### src/rtl/booth_pp_engine.sv
// Iterative Booth multiplier: radix-2 or radix-4 recoding chosen per operation,
// signed or unsigned operands, valid/ready on both sides.
module booth_pp_engine #(
    parameter  int WIDTH = 16,
    localparam int N     = WIDTH + 2,
    localparam int PP_W  = 2 * N + 2,
    localparam int CNT_W = $clog2(N + 1)
) (
    input  logic                 clk,
    input  logic                 reset,
    input  logic                 flush,
    input  logic                 in_valid,
    output logic                 in_ready,
    input  logic [WIDTH-1:0]     a,
    input  logic [WIDTH-1:0]     b,
    input  logic                 signed_mode,
    input  logic                 radix4,
    output logic                 out_valid,
    input  logic                 out_ready,
    output logic [2*WIDTH-1:0]   result,
    output logic                 busy,
    output logic [PP_W-1:0]      pp_out,
    output logic [CNT_W-1:0]     iter_cnt
);

    typedef enum logic [1:0] {IDLE, BUSY, DONE} state_t;

    state_t               state_q;
    logic [N-1:0]         m_q;
    logic                 radix4_q;
    logic [PP_W-1:0]      pp_q;
    logic [CNT_W-1:0]     cnt_q;
    logic [2*WIDTH-1:0]   result_q;

    logic [N-1:0]         a_ext;
    logic [N-1:0]         b_ext;
    logic [N:0]           m_ext;
    logic [N:0]           m2_ext;
    logic [N:0]           addend;
    logic [N:0]           a_sum;
    logic signed [PP_W-1:0] sum_vec;
    logic [PP_W-1:0]      pp_step_d;

    always_comb begin
        a_ext = signed_mode ? {{(N-WIDTH){a[WIDTH-1]}}, a} : {{(N-WIDTH){1'b0}}, a};
        b_ext = signed_mode ? {{(N-WIDTH){b[WIDTH-1]}}, b} : {{(N-WIDTH){1'b0}}, b};
    end

    // Layout of pp_q is {A[N:0], Q[N-1:0], q_1}; the recoding window sits in the low bits.
    always_comb begin
        m_ext  = {m_q[N-1], m_q};
        m2_ext = {m_q, 1'b0};
        addend = '0;
        if (radix4_q) begin
            case (pp_q[2:0])
                3'b001, 3'b010: addend = m_ext;
                3'b011:         addend = m2_ext;
                3'b100:         addend = -m2_ext;
                3'b101, 3'b110: addend = -m_ext;
                default:        addend = '0;
            endcase
        end else begin
            case (pp_q[1:0])
                2'b01:   addend = m_ext;
                2'b10:   addend = -m_ext;
                default: addend = '0;
            endcase
        end
        a_sum     = pp_q[PP_W-1:N+1] + addend;
        sum_vec   = {a_sum, pp_q[N:0]};
        pp_step_d = radix4_q ? (sum_vec >>> 2) : (sum_vec >>> 1);
    end

    // NOTE: all state uses non-blocking assignments so every register samples pre-edge values.
    // NOTE: m_q and radix4_q are pure datapath, always loaded at accept before use, so they skip reset.
    always_ff @(posedge clk) begin
        if (reset) begin
            state_q  <= IDLE;
            pp_q     <= '0;
            cnt_q    <= '0;
            result_q <= '0;
        end else if (flush) begin
            state_q <= IDLE;
            pp_q    <= '0;
            cnt_q   <= '0;
        end else begin
            case (state_q)
                IDLE: begin
                    if (in_valid) begin
                        m_q      <= a_ext;
                        radix4_q <= radix4;
                        pp_q     <= {{(N+1){1'b0}}, b_ext, 1'b0};
                        cnt_q    <= radix4 ? CNT_W'(N / 2) : CNT_W'(N);
                        state_q  <= BUSY;
                    end
                end
                BUSY: begin
                    pp_q  <= pp_step_d;
                    cnt_q <= cnt_q - CNT_W'(1);
                    if (cnt_q == CNT_W'(1)) begin
                        result_q <= pp_step_d[2*WIDTH:1];
                        state_q  <= DONE;
                    end
                end
                DONE: begin
                    if (out_ready) state_q <= IDLE;
                end
                default: state_q <= IDLE;
            endcase
        end
    end

    assign in_ready  = (state_q == IDLE);
    assign busy      = (state_q == BUSY);
    assign out_valid = (state_q == DONE);
    assign result    = result_q;
    assign pp_out    = pp_q;
    assign iter_cnt  = cnt_q;

endmodule

### config.mk
export PLATFORM = sky130hd
export DESIGN_NAME = booth_pp_engine
export DESIGN_NICKNAME = d
export VERILOG_FILES = /design/src/rtl/booth_pp_engine.sv
export SDC_FILE = /design/constraint.sdc
export NUM_CORES = 1
export LEC_CHECK = 0
export ABC_AREA = 1
export CAP_MARGIN = 20
export CORE_MARGIN = 2
export CORE_UTILIZATION = 53
export DETAILED_ROUTE_END_ITERATION = 16
export PLACE_DENSITY = 0.81
export REMOVE_ABC_BUFFERS = 1
export SYNTH_ARGS = -nofsm -noshare
export SYNTH_HDL_FRONTEND = slang
export SYNTH_SLANG_ARGS = --single-unit
### constraint.sdc
create_clock -name clk -period 3.4 [get_ports clk]
set_input_delay 0.68 -clock clk [delete_from_list [all_inputs] [get_ports clk]]
set_output_delay 0.68 -clock clk [all_outputs]
set_load 0.01 [all_outputs]
Word level (Yosys, flattened, before mapping). Index checks and enable logic that the tools add are counted. Widths: inputs -> output; s select.

Register bits: 95. Input port bits: 39. Output and inout port bits: 78. Word-level logic and storage cells: 50.

$add $sub $neg: 4. Eq/ne operators: 14. Mux-type cells: 14. Bitwise operators: 2. Reduce and logical (&&, ||, !) cells: 9.

Operator list (count): $pmux 19 s4 (1); $pmux 38 s2 (1); $mux 38 (1); $neg 19->19 (2); $pmux 19 s2 (1); $mux 36 (1); $add 19x19->19 (1); $mux 19 (1); $mux 18 (1); $mux 5 (2); $pmux 5 s2 (1); $eq 3x3->1 const B (3); $eq 3x2->1 const B (2); $mux 2 (3); $pmux 2 s3 (1); $reduce_and 3->1 (2); $reduce_or 2->1 (3); $eq 5x1->1 const B (1); $sub 5x1->5 const B (1); $eq 2x1->1 const B (2); $eq 2x2->1 const B (2); $ne 2x1->1 const B (2); $reduce_and 4->1 (1); $eq 3x1->1 const B (1); 5 further kinds (6).

Longest topological paths before layout. Gate-level depths: netlist (run 1).

Depth after elaboration: 7. Mapped depth: 25. Mapped depth without buffers: 25.

Worst setup path after synthesis (run 1). OpenSTA, ideal clock, no wires.

Kind: register to register. From: register pp_q[0], in the netlist pp_out[0]. To: register result_q[29], in the netlist result[29]. Library setup time: 0.115 ns. Data arrival time: 3.108 ns. Data required time: 3.285 ns. Setup slack: 0.177 ns. Cell stages (with the launch flop): 21. Path through: dfxtp_1 -> inv_1 -> ha_1 -> nor2_1 -> nor2_1 -> inv_1 -> buf_2 -> o22ai_1 -> o311ai_1 -> inv_1 -> ha_1 -> a21oi_1 -> o21a_1 -> nand2_1 -> nor2_1 -> o21ai_2 -> xor2_1 -> nand2_1 -> nand2_1 -> o21ai_0 -> inv_1.

Longest elaborated chain between the ends: 6.

Ends and longest elaborated chain: start, declared (RTL line 31) `logic [PP_W-1:0] pp_q;`; start signal, assigned (RTL line 92) `pp_q <= {{(N+1){1'b0}}, b_ext, 1'b0};`; start signal, assigned (RTL line 98) `pp_q <= pp_step_d;`; $eq 3x3->1 (tied with other cells) (RTL line 55) `case (pp_q[2:0])`; $reduce_or 2->1 (RTL line 55); $pmux 19 s4 (RTL line 55); $mux 19 * (RTL line 54) `if (radix4_q) begin`; $add 19x19->19 * (RTL line 69) `a_sum = pp_q[PP_W-1:N+1] + addend;`; $mux 36 * (RTL line 71) `pp_step_d = radix4_q ? (sum_vec >>> 2) : (sum_vec >>> 1);`; end signal, assigned (RTL line 101) `result_q <= pp_step_d[2*WIDTH:1];`; end, declared (RTL line 33) `logic [2*WIDTH-1:0] result_q;`.

Mark *: on every way between the ends. The rest lies on a longest branch, timed or not. A chain may end at the register's enable or synchronous reset.

Worst setup path in the final report (run 1).
From: register m_q[2]. To: register result_q[30], in the netlist result[30].

Longest elaborated chain between the ends: 5.

Ends and longest elaborated chain: start, declared (RTL line 29) `logic [N-1:0] m_q;`; start signal, assigned (RTL line 90) `m_q <= a_ext;`; $neg 19->19 (on tied branches) (RTL line 59, 65, 58); $pmux 19 s4 or $pmux 19 s2 (tied branches) (RTL line 55, 63); $mux 19 * (RTL line 54); $add 19x19->19 * (RTL line 69); $mux 36 * (RTL line 71).

Marked as above.

==> results_dict.tcl, run 1 <==
set metrics [dict create \
    dpl_cell_area_sq_um 7770 \
    setup_viol 0 \
    synth.distinct_cells 53 \
    worstRegToRegCells 22 \
    routedWlPerCell_um 16.4 \
    detail-route-antenna-nets 0 \
    startpoint "m_q[2]" \
    dpl.hpwl_um 13400 \
    die_area_sq_um 12500 \
    reg2reg_to "result[30]" \
    ys.flop_type "dfxtp_1" \
    min_to "result[7]" \
    worst_slew_pin_slew_ns 0.916 \
    ios 117 \
    min_period_ns 3.35 \
    drt_iter0_drc 606 \
    grt_max_degree 38 \
    syn_area_sq_um 6180 \
    synth_edf_count 18 \
    synthCells 893 \
    yosys-top-cells-area "dfxtp_1 (25%), nand2_1 (13%), edfxtp_1 (8.7%)" \
    routed_wirelength_um 19600 \
    grt_pass1_vias 6344 \
    final_cell_area_sq_um 8750 \
    final_common_cell "nand2_1" \
    synth.largest_area_cell "dfxtp_1" \
    hold_class "register to register" \
    drc 0 \
    cts_made_buffers 9 \
    final_cell_mix "nand2_1 (202), clkdlybuf4s50_1 (116), nor2_1 (95)" \
    slew_headroom 0.388 \
    leakage_nw 3.67 \
    ys_async_sr_fraction 0 \
    place_congestion 0.958 \
    worst_setup_path_start_kind "register" \
    vias_per_cell 5.75 \
    die_w_um 112 \
    track_usage 0.293 \
    die_height_um 112 \
    endpoint_kind "register" \
    cts_max_level 3 \
    maxCapViolations 0 \
    cts_tree "done" \
    worstPathArrival_ns 3.59 \
    overflow 0 \
    grt_pass1_wl_um 30100 \
    cts_sinks 94 \
    r2r-start "m_q[2]" \
    fin_skew_ns 0.00803 \
    antenna_found_initial 0 \
    max_freq_ghz 0.299 \
    status "completed" \
    drt_pass1_iterations 7 \
    yosysWarnings 0 \
    rows 39 \
    seq_area_frac_synth 0.334 \
    worstSetupPathType "register to register" \
    fin_nets 1118 \
    worst-path-max-fanout 4 \
    hold_viol_final 0 \
    start_util 0.541 \
    vias 6893 \
    drv_slew 0 \
    n_antenna_cell 0 \
    area_growth_pct 41.5 \
    whs_path_depth 2 \
    min_from "result[7]" \
    worstPathRequired_ns 3.65 \
    numPortBuffers 116 \
    fin_util 0.766 \
    cts_buffer_depth 2 \
    drive_gt1_frac 0.196 \
    powerDensity_nw_per_um2 296 \
    syn_avg_cell_area_sq_um 6.92 \
    path_clk_slew_ns 0.07 \
    clock-root-buffer "clkbuf_16" \
    rrSetupSlack_ns 0.05 \
    finalCritPeriodShare 0.984 \
    core_sq_um 11400 \
    yosys_register_bits 94 \
    rsz0062_at_grt "yes" \
    yosysTopAreaCellShare 0.246 \
    clk_latency_ns 0.36 \
    ir_worst_vdd_v 0.000263 \
]
timing repair:
item / 4_1_cts / 5_1_grt
gates resized for setup: 4 / 117
setup buffers: 0 / 15
setup endpoints to repair: 9 / 26
pin swaps: 0 / 26
hold buffers: 0 / 0
where the power goes:
group / internal, mW / leakage [nW] / switching [mW]
Combinational: 0.162 / 2.74 / 0.210
Sequential: 1.16 / 0.781 / 0.0215
Clock: 0.568 / 0.147 / 0.469
metrics by stage:
stage          setup WS [ns]  std cells  power [mW]  hold slack, ns  setup TNS (ns)
6_report              0.0547       1199        2.59           0.476               0
5_1_grt               -0.175       1199        2.67           0.501           -1.42
4_1_cts              0.00737       1184        2.55           0.475               0
3_5_place_dp         -0.0625       1168        1.53           0.460          -0.105
3_3_place_gp         -0.0162       1168        1.53           0.453         -0.0215
2_1_floorplan         -0.378        854        1.37           0.502           -5.17
cell usage after synthesis, types with 4 or more instances:
cell type and instances:
nand2_1 214, nor2_1 105, inv_1 97, dfxtp_1 76
o21ai_0 54, a21oi_1 51, nand3_1 40, ha_1 27
o22ai_1 26, clkbuf_1 22, edfxtp_1 18, xor2_1 16
buf_2 13, a31oi_1 12, o221ai_1 11, nor2_2 8
o21ai_1 8, a221oi_1 7, nor3_1 7, o211ai_1 7
xnor2_1 6, a211oi_1 5, inv_2 5, a21o_1 4
mux2i_1 4, nand2_2 4, nand3_2 4, nand4_1 4
nor2_4 4
registers in the layout, summed over array words and instances (netlist names):
signal,cells
pp_out,37
result,32
m_q,17
iter_cnt,5
state_q,2
radix4_q,1
metal layers:
metal / global-route usage / up-vias / wire length [um]
met2: 0.486 / 334 / 9560
li1: - / 3297 / -
met4: 0.102 / 0 / 477
met3: 0.0604 / 51 / 1610
met1: 0.381 / 3211 / 7980
met5: 0 / - / 0
how the worst max path moves through the flow:
stage,end
finish,result[30]
global route,pp_out[35]
CTS,pp_out[32]
detailed placement,pp_out[35]
global placement,pp_out[35]
floorplan,pp_out[32]
layout make-up:
class	instances	area [sq um]
flip-flops and latches	94	2060
fillers	866	2670
well taps	143	179
clock inverters	3	25.0
multi-input cells	658	4120
clock buffers	13	272
repair buffers	186	1700
inverters	102	385
worst max-delay path: stages (launching register included):
cell and delay (ns):
edfxtp_1 0.52, nor2_4 0.18, nand3_4 0.15, nor2_8 0.17, nand2_4 0.06, nor2_4 0.16
xor2_2 0.21, inv_2 0.06, o22ai_2 0.09, nor2_1 0.05, nand2_1 0.07, nand3_2 0.07
inv_2 0.09, ha_4 0.21, a21o_1 0.21, o21bai_4 0.20, a21oi_1 0.11, o21ai_1 0.10
nor2_1 0.12, nand3b_1 0.14, nand2_1 0.08, o21ai_1 0.15, inv_1 0.06
kinds of logic after synthesis:
kind of cell    Yosys count  share of synthesized area
fa+ha+maj                28                     0.0579
compound gates          203                      0.200
mux                       4                    0.00648
simple gates            399                      0.277
xor+xnor                 24                     0.0364
buf+inv                 141                     0.0888
flops                    94                      0.334
(Power assumes the default switching activity.)
==> run 2, diff against run 1 <==
--- a/config.mk
+++ b/config.mk
@@ -6,7 +6,7 @@
 export NUM_CORES = 1
 export LEC_CHECK = 0
 export ABC_AREA = 1
-export CAP_MARGIN = 20
+export CORE_ASPECT_RATIO = 1.2
 export CORE_MARGIN = 2
 export CORE_UTILIZATION = 53
 export DETAILED_ROUTE_END_ITERATION = 16
==> run 2 against run 1 <==
Sequential power is essentially flat. First-iteration DRC count fell by 8.7%. Global-route usage up 1.0 points. Critical path depth grew 3. Die area about the same. Clock skew up 0.0029 ns. Sequential share of layout area decreased by 0.38 points. Largest power group unchanged. Highest routed layer unchanged.
==> results_dict.tcl, run 2 (same netlist as run 1, synthesis figures left out) <==
set metrics [dict create \
    routedWlPerCell_um 16.4 \
    worstPathArrival_ns 3.64 \
    die_area_sq_um 12500 \
    worst_slew_pin_slew_ns 0.892 \
    worstPathRequired_ns 3.69 \
    fin_nets 1120 \
    hold_viol_final 0 \
    slew_headroom 0.404 \
    min_period_ns 3.35 \
    worstSetupPathType "register to register" \
    final_cell_mix "nand2_1 (198), clkdlybuf4s50_1 (116), nor2_1 (92)" \
    numPortBuffers 116 \
    maxCapViolations 0 \
    vias 6853 \
    place_congestion 1.00 \
    max_freq_ghz 0.299 \
    total_power_mw 2.63 \
    fin_skew_ns 0.0109 \
    overflow 0 \
    dpl_cell_area_sq_um 7780 \
    status "completed" \
    drv_slew 0 \
    rsz0062_at_grt "yes" \
    clk_latency_ns 0.35 \
    worst-path-max-fanout 3 \
    largest_reg_flops 37 \
    grt_pass1_wl_um 30200 \
    area_growth_pct 43.7 \
    clock-root-buffer "clkbuf_16" \
    drc 0 \
    finalCritPeriodShare 0.985 \
    path_clk_slew_ns 0.08 \
    final_cell_area_sq_um 8880 \
    vias_per_cell 5.64 \
    drt_pass1_iterations 6 \
    cts_sinks 94 \
    hold_class "register to register" \
    grt_pass1_vias 6480 \
    drive_gt1_frac 0.220 \
    antenna_found_initial 0 \
    routed_wirelength_um 19900 \
    powerDensity_nw_per_um2 296 \
    dpl.hpwl_um 13400 \
    grt_max_degree 38 \
    cts_max_level 3 \
    n_antenna_cell 0 \
    rows 43 \
    track_usage 0.303 \
    leakage_nw 3.69 \
    postCtsHoldBufs 0 \
    final_common_cell "nand2_1" \
    worst_setup_path_start_kind "register" \
    ios 117 \
    drt_iter0_drc 553 \
    core_sq_um 11500 \
    cts_tree "done" \
    cts_buffer_depth 2 \
    die_w_um 103 \
    ir_worst_vdd_v 0.000207 \
    detail-route-antenna-nets 0 \
    die_height_um 122 \
    num-fill-cells 849 \
    start_util 0.539 \
    cts_made_buffers 9 \
    endpoint_kind "register" \
    worst_hold_slack_ns 0.469 \
    setup_viol 0 \
]
[run 2: cell types whose count changed in the layout (fill, tap and decap cells not counted), sizes merged]
cell      change
buf           +2
clkinvlp      +2
clkbuf        -4
clkinv        +1
bufinv        +1
[run 2: final cells by class]
type                    instances  area, sq um  share of cell area
flip-flops and latches         94         2060               0.232
repair buffers                188         1720               0.194
multi-input cells             658         4210               0.474
inverters                     102          383              0.0431
clock inverters                 7         83.8             0.00944
well taps                     157          196              0.0221
clock buffers                   9          225              0.0254
[run 2: stage by stage]
step | setup slack, ns | cells | TNS, ns | util
floorplan | -0.378 | 854 | -5.17 | -
global placement | 0.0119 | 1181 | 0 | 0.679
detailed placement | -0.0660 | 1181 | -0.284 | 0.679
CTS | 0.0339 | 1198 | 0 | 0.708
global route | -0.145 | 1215 | -1.99 | 0.775
finish | 0.0519 | 1215 | 0 | 0.775
[run 2: critical path, cell delays in order (launching register included)]
cell and delay [ns]:
edfxtp_1 0.42, buf_6 0.14, nor2_4 0.13, nand3_4 0.14
nor2_8 0.15, nand2_4 0.06, nor2_4 0.16, buf_4 0.13
nand3_1 0.06, nand2_1 0.08, nand2_2 0.07, o22ai_1 0.11
a21oi_1 0.08, nor2_1 0.17, ha_1 0.31, a21oi_2 0.23
o31ai_1 0.13, a21oi_2 0.12, nand2_1 0.07, nor2_2 0.15
inv_1 0.07, nand2_2 0.08, nand2_1 0.05, nand2_1 0.05
nand2_1 0.05, a21oi_1 0.10
[run 2: final timing paths]
path,slack (ns),endpoint,startpoint,depth (start not counted)
setup / recovery,0.05,pp_out[35],m_q[1],25
setup reg to reg,0.05,pp_out[35],m_q[1],25
hold / removal,0.47,result[1],result[1],2
hold reg to reg,0.47,result[1],result[1],2
[run 2: power breakdown]
part           switching, mW  total, mW  internal (mW)
Sequential            0.0232       1.18           1.16
Clock                  0.494       1.07          0.580
Combinational          0.210      0.375          0.165
Total                  0.727       2.63           1.90
[run 2: metal layers]
| layer | share of wire | track usage | up-vias |
|---|---|---|---|
| met2 | 0.51 | 0.522 | 293 |
| met3 | 0.070 | 0.0649 | 75 |
| met4 | 0.031 | 0.110 | 0 |
| met1 | 0.38 | 0.370 | 3191 |
| li1 | - | - | 3294 |
| met5 | 0 | 0 | - |
[run 2: timing repair]
| action | CTS | global route |
|---|---|---|
| hold endpoints to repair | 0 | 0 |
| setup buffers | 1 | 17 |
| setup endpoints to repair | 10 | 26 |
| gates resized for setup | 7 | 140 |
| pin swaps | 2 | 44 |
| gates cloned | 0 | 0 |
